**src/rtl/led_blink_pkg.sv**
```systemverilog
// Shared types and widths for the LED blink driver and its interval timer.
package led_blink_pkg;

   localparam int unsigned PEND_W = 4;
   localparam int unsigned CNT_W  = 32;

   typedef enum logic [1:0] {
      IDLE,
      ON,
      OFF
   } state_e;

endpackage

```
**src/rtl/led_interval_timer.sv**
```systemverilog
// Free-running interval counter; done marks the last cycle of a limit-long interval.
module led_interval_timer
   import led_blink_pkg::*;
(
   input  logic             clk,
   input  logic             rst,
   input  logic             clear,
   input  logic             enable,
   input  logic [CNT_W-1:0] limit,
   output logic             done
);

   logic [CNT_W-1:0] cnt_q;

   // clear wins over enable so the terminal cycle restarts the next interval at zero
   always_ff @(posedge clk) begin
      if (rst || clear) begin
         cnt_q <= '0;
      end else if (enable) begin
         cnt_q <= cnt_q + CNT_W'(1);
      end
   end

   assign done = enable && (cnt_q == (limit - CNT_W'(1)));

endmodule

```
**src/rtl/led_blink_driver.sv**
```systemverilog
// Turns single-cycle events into distinct fixed-length LED blinks, queueing events that
// arrive mid-blink up to PENDING_MAX and flagging any that are dropped.
module led_blink_driver
   import led_blink_pkg::*;
#(
   parameter int unsigned ON_TIME     = 32'd0_500_000,
   parameter int unsigned OFF_TIME    = 32'd0_500_000,
   parameter int unsigned PENDING_MAX = 15
) (
   input  logic              clk,
   input  logic              rst,
   input  logic              event_pulse,
   output logic              led,
   output logic              busy,
   output logic [PEND_W-1:0] pending,
   output logic              overflow
);

   localparam logic [PEND_W-1:0] PendMax = PEND_W'(PENDING_MAX);

   state_e            state_q, state_d;
   logic [PEND_W-1:0] pend_d;
   logic              ovf_d;
   logic              consume;
   logic              t_clear;
   logic              t_enable;
   logic              t_done;
   logic [CNT_W-1:0]  t_limit;

   led_interval_timer u_timer (
      .clk    (clk),
      .rst    (rst),
      .clear  (t_clear),
      .enable (t_enable),
      .limit  (t_limit),
      .done   (t_done)
   );

   always_comb begin
      state_d  = state_q;
      t_clear  = 1'b0;
      t_enable = 1'b0;
      consume  = 1'b0;
      t_limit  = (state_q == ON) ? CNT_W'(ON_TIME) : CNT_W'(OFF_TIME);

      unique case (state_q)
         IDLE: begin
            t_clear = 1'b1;
            if (event_pulse) begin
               state_d = ON;
            end
         end
         ON: begin
            t_enable = 1'b1;
            if (t_done) begin
               t_clear = 1'b1;
               state_d = OFF;
            end
         end
         OFF: begin
            t_enable = 1'b1;
            if (t_done) begin
               t_clear = 1'b1;
               if (pending != '0) begin
                  state_d = ON;
                  consume = 1'b1;
               end else begin
                  state_d = IDLE;
               end
            end
         end
         default: begin
            t_clear = 1'b1;
            state_d = IDLE;
         end
      endcase
   end

   // An event while idle starts a blink directly; only mid-blink events are queued.
   always_comb begin
      pend_d = pending;
      ovf_d  = 1'b0;
      if (event_pulse && (state_q != IDLE)) begin
         if (!consume) begin
            if (pending == PendMax) begin
               ovf_d = 1'b1;
            end else begin
               pend_d = pending + PEND_W'(1);
            end
         end
      end else if (consume) begin
         pend_d = pending - PEND_W'(1);
      end
   end

   always_ff @(posedge clk) begin
      if (rst) begin
         state_q  <= IDLE;
         led      <= 1'b0;
         busy     <= 1'b0;
         pending  <= '0;
         overflow <= 1'b0;
      end else begin
         state_q  <= state_d;
         led      <= (state_d == ON);
         busy     <= (state_d != IDLE);
         pending  <= pend_d;
         overflow <= ovf_d;
      end
   end

endmodule

```
**config.mk**
```make
export PLATFORM = sky130hd
export DESIGN_NAME = led_blink_driver
export DESIGN_NICKNAME = d
export VERILOG_FILES = /design/src/rtl/led_blink_pkg.sv /design/src/rtl/led_interval_timer.sv /design/src/rtl/led_blink_driver.sv
export SDC_FILE = /design/constraint.sdc
export NUM_CORES = 1
export LEC_CHECK = 0
export CORE_ASPECT_RATIO = 2
export CORE_MARGIN = 2
export CORE_UTILIZATION = 55
export CTS_BUF_LIST = sky130_fd_sc_hd__clkbuf_4 sky130_fd_sc_hd__clkbuf_8 sky130_fd_sc_hd__clkbuf_16
export DETAILED_ROUTE_END_ITERATION = 7
export GPL_ROUTABILITY_DRIVEN = 1
export PLACE_DENSITY_LB_ADDON = 0.25
export SYNTH_ARGS = -nofsm -noshare
export SYNTH_HDL_FRONTEND = slang
export SYNTH_HIERARCHICAL = 1
export SYNTH_SLANG_ARGS = --single-unit
export TNS_END_PERCENT = 1
```
**constraint.sdc**
```tcl
create_clock -name clk -period 4.4 [get_ports clk]
set_input_delay 1.1 -clock clk [delete_from_list [all_inputs] [get_ports clk]]
set_output_delay 1.1 -clock clk [all_outputs]
set_load 0.1 [all_outputs]
```
* Word-level counts from Yosys, hierarchy flattened
Index checks and enable logic that the tools add are counted.
** Storage, ports and cells
- Bits in registers :: 41
- Bits of input ports :: 3
- Output and inout port bits :: 7
- Logic and storage cells :: 44
** Cells by class
- Add/sub/neg operators :: 3
- Eq/ne operators :: 7
- Mux-type cells :: 16
- Bitwise logic cells :: 1
- Reduce and logical (&&, ||, !) cells :: 11
** Operator list (number)
- 32-bit by 1-bit adder with 32-bit output, second input constant :: 1
- 32-bit by 19-bit equality test with 1-bit output, second input constant :: 1
- 4-bit 2-to-1 mux :: 4
- 1-bit 2-to-1 mux :: 8
- 2-bit 2-to-1 mux :: 3
- 2-bit case mux with 3 select lines :: 1
- 2-bit nonzero test :: 3
- 4-bit by 1-bit adder with 4-bit output, second input constant :: 1
- 2-bit by 1-bit equality test with 1-bit output, second input constant :: 2
- 4-bit equality test, second input constant :: 1
- 2-bit inequality test, second input constant :: 2
- 4-bit nonzero test :: 1
- 4-bit by 1-bit subtractor with 4-bit output, second input constant :: 1
- 3-bit AND reduction :: 1
- 3-bit OR reduction :: 1
- 2-bit equality test, second input constant :: 1
- 1-bit logical AND :: 2
- 2-bit zero test :: 1
- 2-bit OR reduction :: 1
- 1-bit logical OR :: 1
- 1-bit NOT :: 1

* Logic depth before layout (Yosys ltp)
Gate-level depths: netlist (run 1).
- Word-level depth :: 8
- Depth in mapped cells :: 14
- Depth with buffers taken out :: 14

* Modules after synthesis
The synthesis (run 1) kept the hierarchy.
** Modules (own cells, without submodules)
- led_interval_timer :: instances 1, cells an instance 319, area each 2522.4 um^2, seq. area each 640.6 um^2
- led_blink_driver :: instances 1, cells an instance 59, area each 551.8 um^2, seq. area each 180.2 um^2

* Least setup slack after synthesis (run 1)
Ideal clock, no wire load.
- Path type :: reg-to-reg
- Start :: register state_q[1]
- End :: register pending[1]
- Setup time :: 0.119 ns
- Arrival time :: 3.283 ns
- Path slack :: 0.998 ns
- Cell stages (with the launch flop) :: 14
- Buffers on the path :: 1
- Clock period less this slack :: 3.402 ns
- Cell sequence :: dfxtp_1 > inv_1 > ha_1 > clkbuf_1 > nand3_1 > nor4b_1 > o2111ai_1 > or4_1 > nor4b_2 > nand2_1 > nor2_1 > mux2i_2 > mux2i_1 > nor2_1
** On the way
- Word-level cells in the longest chain between the ends :: 8
- Elaborated cells between the ends (all ways) :: 14
** Ends and longest elaborated chain
- from (decl) :: line led_blink_driver.sv:21 : state_e state_q, state_d;
- from (signal assigned) :: line led_blink_driver.sv:104 : state_q <= state_d;
- 2-bit by 1-bit equality test with 1-bit output / 2-bit equality test (equally long branches) :: line led_blink_driver.sv:46 : unique case (state_q)
- 2-bit OR reduction (no line) *
- 1-bit 2-to-1 mux * :: line led_blink_driver.sv:46
- net t_enable :: line led_blink_driver.sv:26 : logic t_enable;
- 1-bit logical AND * :: line led_interval_timer.sv:24 : assign done = enable && (cnt_q == (limit - CNT_W'(1)));
- net t_done :: line led_blink_driver.sv:27 : logic t_done;
- 1-bit 2-to-1 mux * :: line led_blink_driver.sv:62 : if (t_done) begin
- 1-bit 2-to-1 mux * :: line led_blink_driver.sv:46
- 2-bit inequality test (no line) / 2-bit nonzero test (equally long branches)
- 3-bit AND reduction (no line) *
- to (signal assigned) :: line led_blink_driver.sv:107 : pending <= pend_d;
- to (decl) :: line led_blink_driver.sv:15 : output logic [PEND_W-1:0] pending,
Mark *: on every way through the listed nets, which the timed path passes. The rest lies on a longest branch.
A chain may end at the register's enable or synchronous reset.

* Worst setup path in the final report (run 1)
Ends and elaborated chain as after synthesis.

==> run_results.csv, run 1 <==
group,metric,value,unit
power_and_ir_drop,leakagePower,1.48,nW
sta,slew_headroom,34.7,%
synth,async_reset_ff_share,0,%
finish,antenna_cells,0,
synth,synth_area_per_cell,8.13,um2
synth,synth_edf_count,0,
synth,ys_types,67,
critical_path,cp_data_required_time,4.58,ns
drt,wirelength,6460,um
min_path,hp-class,"register to register",
min_path,worst_hold_path.endpoint,"u_timer/cnt_q[25]",
global_route,grt_pass1_vias,2583,
critical_path,start_kind,"register",
sta,setup_viol,0,
finish,fin_area,0.00374,mm2
cts,ctsResizeCount,0,
drt,vias_per_cell,4.86,
sta,fin_crit,3.69,ns
synth,syn_inst,378,
critical_path,rr_endpoint,"pending[1]",
sta,rsz0062_at_grt,"no",
cts,cts_root_buf,"clkbuf_8",
global_route,grt_max_degree,33,
finish,fillers,491,
global_route,antenna_found_initial,0,
cts,post_cts_buffers,0,
drt,ant_nets,0,
cts,clock_path_buffers,2,
critical_path,cp.arrival,3.87,ns
min_path,worstHoldPathCells,2,
sta,hold_ws,0.516,ns
power_and_ir_drop,ir_drop,0.274,mV
floorplan,coreArea,0.00542,mm2
drt,drtIter0Drc,55,
flow_run,maxCapViolations,0,
critical_path,reg2reg_depth,12,
synth,syn_area,0.00307,mm2
synth,synth_top_cell_by_area,"dfxtp_1",
critical_path,path_class,"register to register",
cts,ctsHoldBuffers,0,
cts,clk_pin_slew,0.08,ns
cts,worstSkewPairLatency,0.30,ns
placed_design,hpwl,5120,um
critical_path,r2r-start,"state_q[1]",
floorplan,initial_core_util,56.7,%
critical_path,critPathMaxFanout,8,
floorplan,die_h,110,um
floorplan,rows,38,
sta,worstMarginPinSlew,0.976,ns
drt,drt-pass1-iter-count,6,
finish,final_cell_count_no_fill,568,
sta,max_freq,0.271,GHz
synth,synth_seq_area_share,26.7,%
outcome,run_status,"finished clean",
placed_design,port_buffers,9,
min_path,hold_start,"u_timer/cnt_q[25]",
cts,htreeDepth,2,
synth,synth_common_cells,"nor2_1 (46), dfxtp_1 (41), xor2_1 (37)",
sta,period_share,83.8,%
critical_path,r2r_setup_slack,0.71,ns
drt,vias,2759,
critical_path,worstSetupEndpointType,"register",
synth,yosysWarnings,6,
cts,cts_buffers,5,
floorplan,die_w,56.9,um
floorplan,die_area,0.00624,mm2
finish,drive_above_1_share,6.50,%
global_route,grt_pass1_wl,10600,um
placed_design,post-place-cells,560,
sta,slew_viol_final,0,
drt,drc,0,
synth,yosysMostFrequentCell,"nor2_1",
global_route,grt_use_total,21.7,%
cts,cts_tree,"built",
drt,wl_per_cell,11.4,um
placed_design,place_area,0.00365,mm2
synth,synthTopCellsByArea,"dfxtp_1 (27%), xor2_1 (11%), xnor2_1 (8.8%)",
floorplan,pin_count,10,
sta,clock_skew,0.00389,ns
finish,synthToLayoutAreaGrowth,21.7,%
synth,synth_top_area_share,26.7,%
synth,ys_ff_latch,41,
synth,dominantRegCellSynth,"dfxtp_1",
sta,hold_violations,0,
cts,cts_sinks,41,
finish,fin_nets,518,
placed_design,place_congestion,0.808,
power_and_ir_drop,power.density,208,mW/mm2
global_route,overflow,0,
sta,setup_tns,0,ns
[layout make-up]
cell class	count	area [um2]	area share, %
timing repair buffer	11	105	2.81
sequential	41	821	21.9
multi-input combinational	437	2610	69.8
clock buffer	6	76.3	2.04
clock inverter	2	10.0	0.268
tap	60	75.1	2.01
inverter	11	41.3	1.10
[per-layer routing]
metal | share of wire [%] | vias to the layer above | track usage, %
met5 | 0 | - | 0
met4 | 2.5 | 0 | 10.5
met3 | 2.1 | 11 | 3.18
met2 | 58 | 33 | 44.7
met1 | 38 | 1246 | 19.6
li1 | - | 1469 | -
[registers in the layout (all words and copies together), names as in the netlist]
register,flops
overflow,1
busy,1
led,1
u_timer/cnt_q,32
pending,4
state_q,2
[kinds of logic (layout without fill, tap and decap cells)]
logic type / Yosys count / count (layout) / share of synthesized area (%)
and+or+nand+nor: 174 / 174 / 31.7
DFF: 41 / 41 / 26.7
other: 2 / 126 / 0.244
adders and majority gates: 9 / 9 / 3.62
muxes: 10 / 10 / 3.42
buffers and inverters: 24 / 30 / 3.46
AOI/OAI and AO/OA: 50 / 50 / 11.4
xor gates and xnor gates: 68 / 68 / 19.4
[metrics by stage]
stage / setup WS, ns / utilization [%] / total power [mW]
4_1_cts: 0.691 / 69.0 / 0.781
3_3_place_gp: 0.914 / 67.4 / 0.532
5_1_grt: 0.410 / 69.0 / 0.817
3_5_place_dp: 0.722 / 67.4 / 0.535
6_report: 0.713 / 69.0 / 0.777
2_1_floorplan: 0.998 / - / 0.514
[power breakdown]
group / total (mW) / internal, mW / switching [mW]
registers: 0.382 / 0.376 / 0.00638
logic: 0.148 / 0.0519 / 0.0964
clock network: 0.247 / 0.116 / 0.131
total: 0.777 / 0.544 / 0.233
[critical path, stage by stage, from the launching register on]
cell	delay (ns)
dfxtp_1	0.40
inv_1	0.10
ha_1	0.44
nand3_1	0.11
nor4b_1	0.32
o2111ai_1	0.15
or4_1	0.52
nor4b_2	0.46
nand2_1	0.11
nor2_1	0.28
mux2i_2	0.38
mux2i_1	0.24
nor2_1	0.06
[worst max path at each step]
stage | from | endpoint
after detailed placement | state_q[1] | pending[1]
final | state_q[1] | pending[1]
after global routing | state_q[1] | pending[1]
after CTS | state_q[1] | pending[1]
after global placement | state_q[1] | pending[2]
after floorplan | state_q[1] | pending[1]
[placed cells by master (no fill, tap or decap), types with 3 or more instances in the layout]
cell	instances
nand2_1	24
a21oi_1	11
nor3_1	13
xor2_1	37
inv_1	11
nor2_1	46
clkdlybuf4s50_1	9
o21ai_0	12
xnor2_1	31
dfxtp_1	41
nor4_1	8
and3_1	7
ha_1	8
a31oi_1	4
nor4_2	3
nand4_1	11
mux2i_1	8
conb_1	126
nand2b_1	4
clkbuf_8	5
nand3b_1	4
or3_1	8
nand3_1	18
No activity file was read; power rests on OpenSTA's default activity.
==> inputs of run 2 (changes only) <==
==> constraint.sdc (replaced) <==
create_clock -name clk -period 3.8 [get_ports clk]
set_input_delay 0.95 -clock clk [delete_from_list [all_inputs] [get_ports clk]]
set_output_delay 0.95 -clock clk [all_outputs]
set_load 0.1 [all_outputs]
==> run_results.csv, run 2 (synthesized netlist as in run 1, its figures left out) <==
group,metric,value,unit
finish,top_register,"u_timer/cnt_q",
sta,setup_tns,0,ns
critical_path,max_stage_delay,0.53,ns
critical_path,path_class,"register to register",
cts,cts_tree,"built",
cts,clock_path_buffers,2,
sta,setup_viol,0,
cts,cts_root_buf,"clkbuf_8",
floorplan,pin_count,10,
sta,period_share,91.2,%
min_path,worst_hold_path.endpoint,"u_timer/cnt_q[25]",
sta,slew_viol_final,0,
global_route,antenna_found_initial,0,
power_and_ir_drop,ir_drop,0.372,mV
finish,reg.largest.list,"u_timer/cnt_q x32, pending x4, state_q x2",
placed_design,dp_slack,0.282,ns
critical_path,cp.arrival,3.65,ns
critical_path,rr_endpoint,"pending[2]",
finish,layout_commonest_cell,"conb_1",
cts,ctsHoldBuffers,0,
finish,fin_util,69.1,%
cts,clk_pin_slew,0.08,ns
sta,clock_skew,0.00622,ns
cts,htreeDepth,2,
critical_path,reg2reg_depth,12,
critical_path,critPathBufInv,0,
min_path,worstHoldPathCells,2,
global_route,overflow,0,
critical_path,worstSetupEndpointType,"register",
finish,synthToLayoutAreaGrowth,21.8,%
cts,post_cts_buffers,0,
critical_path,start_kind,"register",
cts,cts_buffers,5,
drt,drt-pass1-iter-count,4,
placed_design,place_congestion,0.840,
flow_run,maxCapViolations,0,
critical_path,critPathMaxFanout,5,
drt,vias_per_cell,4.95,
finish,fin_nets,519,
placed_design,place_area,0.00366,mm2
floorplan,die_h,110,um
sta,slew_headroom,34.1,%
critical_path,crit_chain,"xnor2_1 -> nand2_1 -> o21ai_0 -> a31oi_1 -> or4_1 -> or4_1 -> nor4b_2 -> nand2_1 -> nor2_1 -> mux2i_2 -> mux2i_1 -> nor2_1",
critical_path,r2r_setup_slack,0.33,ns
sta,hold_violations,0,
min_path,hp-class,"register to register",
drt,ant_nets,0,
global_route,grt_pass1_vias,2640,
drt,drtIter0Drc,66,
critical_path,r2r-start,"u_timer/cnt_q[10]",
power_and_ir_drop,leakagePower,1.49,nW
sta,worstMarginPinSlew,0.985,ns
drt,wirelength,6380,um
global_route,grt_pass1_wl,11200,um
power_and_ir_drop,total_power,0.901,mW
cts,ctsResizeCount,0,
placed_design,port_buffers,9,
sta,max_freq,0.288,GHz
sta,fin_crit,3.47,ns
critical_path,cp_data_required_time,3.99,ns
min_path,hold_start,"u_timer/cnt_q[25]",
floorplan,coreArea,0.00542,mm2
floorplan,rows,38,
critical_path,cpMaxStageDelayCell,"or4_1",
finish,fin_area,0.00374,mm2
sta,finalWorstSetupSlack,0.333,ns
floorplan,initial_core_util,56.7,%
global_route,grt_max_degree,33,
outcome,run_status,"finished clean",
finish,drive_above_1_share,7.07,%
finish,antenna_cells,0,
finish,final_cell_mix,"conb_1 (126), nor2_1 (46), dfxtp_1 (41)",
global_route,grt_use_total,22.6,%
cts,worstSkewPairLatency,0.30,ns
floorplan,die_area,0.00624,mm2
sta,rsz0062_at_grt,"no",
power_and_ir_drop,power.density,241,mW/mm2
placed_design,hpwl,5040,um
drt,wl_per_cell,11.2,um
floorplan,die_w,56.9,um
drt,vias,2819,
critical_path,cp_top_family,"simple AND/OR/NAND/NOR gates",
drt,drc,0,
finish,largest_register_ffs,32,
cts,cts_sinks,41,
[run 2: how the worst max path moves through the flow]
stage                      start         end  depth (start not counted)
6_report       u_timer/cnt_q[10]  pending[2]                         12
5_1_grt        u_timer/cnt_q[10]  pending[2]                         12
4_1_cts               state_q[1]  pending[2]                         12
3_5_place_dp          state_q[1]  pending[2]                         12
3_3_place_gp          state_q[1]  pending[2]                         12
2_1_floorplan         state_q[1]  pending[1]                         13
[run 2: area by class of cell]
class,count,area [um2]
inverters,11,41.3
clock inverters,2,10.0
well taps,60,75.1
multi-input cells,437,2610
clock buffers,6,76.3
fillers,460,1680
repair buffers,12,108
flip-flops and latches,41,821
[run 2: routing by layer]
layer	wire length, um	vias up	GRT usage [%]
met5	0	-	0
li1	-	1473	-
met4	259	0	12.3
met2	3470	33	43.1
met1	2520	1295	23.0
met3	136	18	3.29
[run 2: through the flow]
stage,hold WS (ns),std cells
6_report,0.526,569
5_1_grt,0.564,569
4_1_cts,0.523,569
3_5_place_dp,0.512,561
3_3_place_gp,0.498,561
2_1_floorplan,0.482,502
[run 2: tightest hold or removal path, stage by stage, from the launching register on]
cell     delay [ns]
dfxtp_1        0.34
o21ai_0        0.08
a21oi_1        0.06
[run 2: where the power goes]
part | switching [mW] | total [mW] | internal (mW) | leakage (nW)
combinational | 0.110 | 0.171 | 0.0601 | 1.11
sequential | 0.00753 | 0.443 | 0.435 | 0.331
clock | 0.154 | 0.288 | 0.135 | 0.0484
total | 0.271 | 0.901 | 0.630 | 1.49
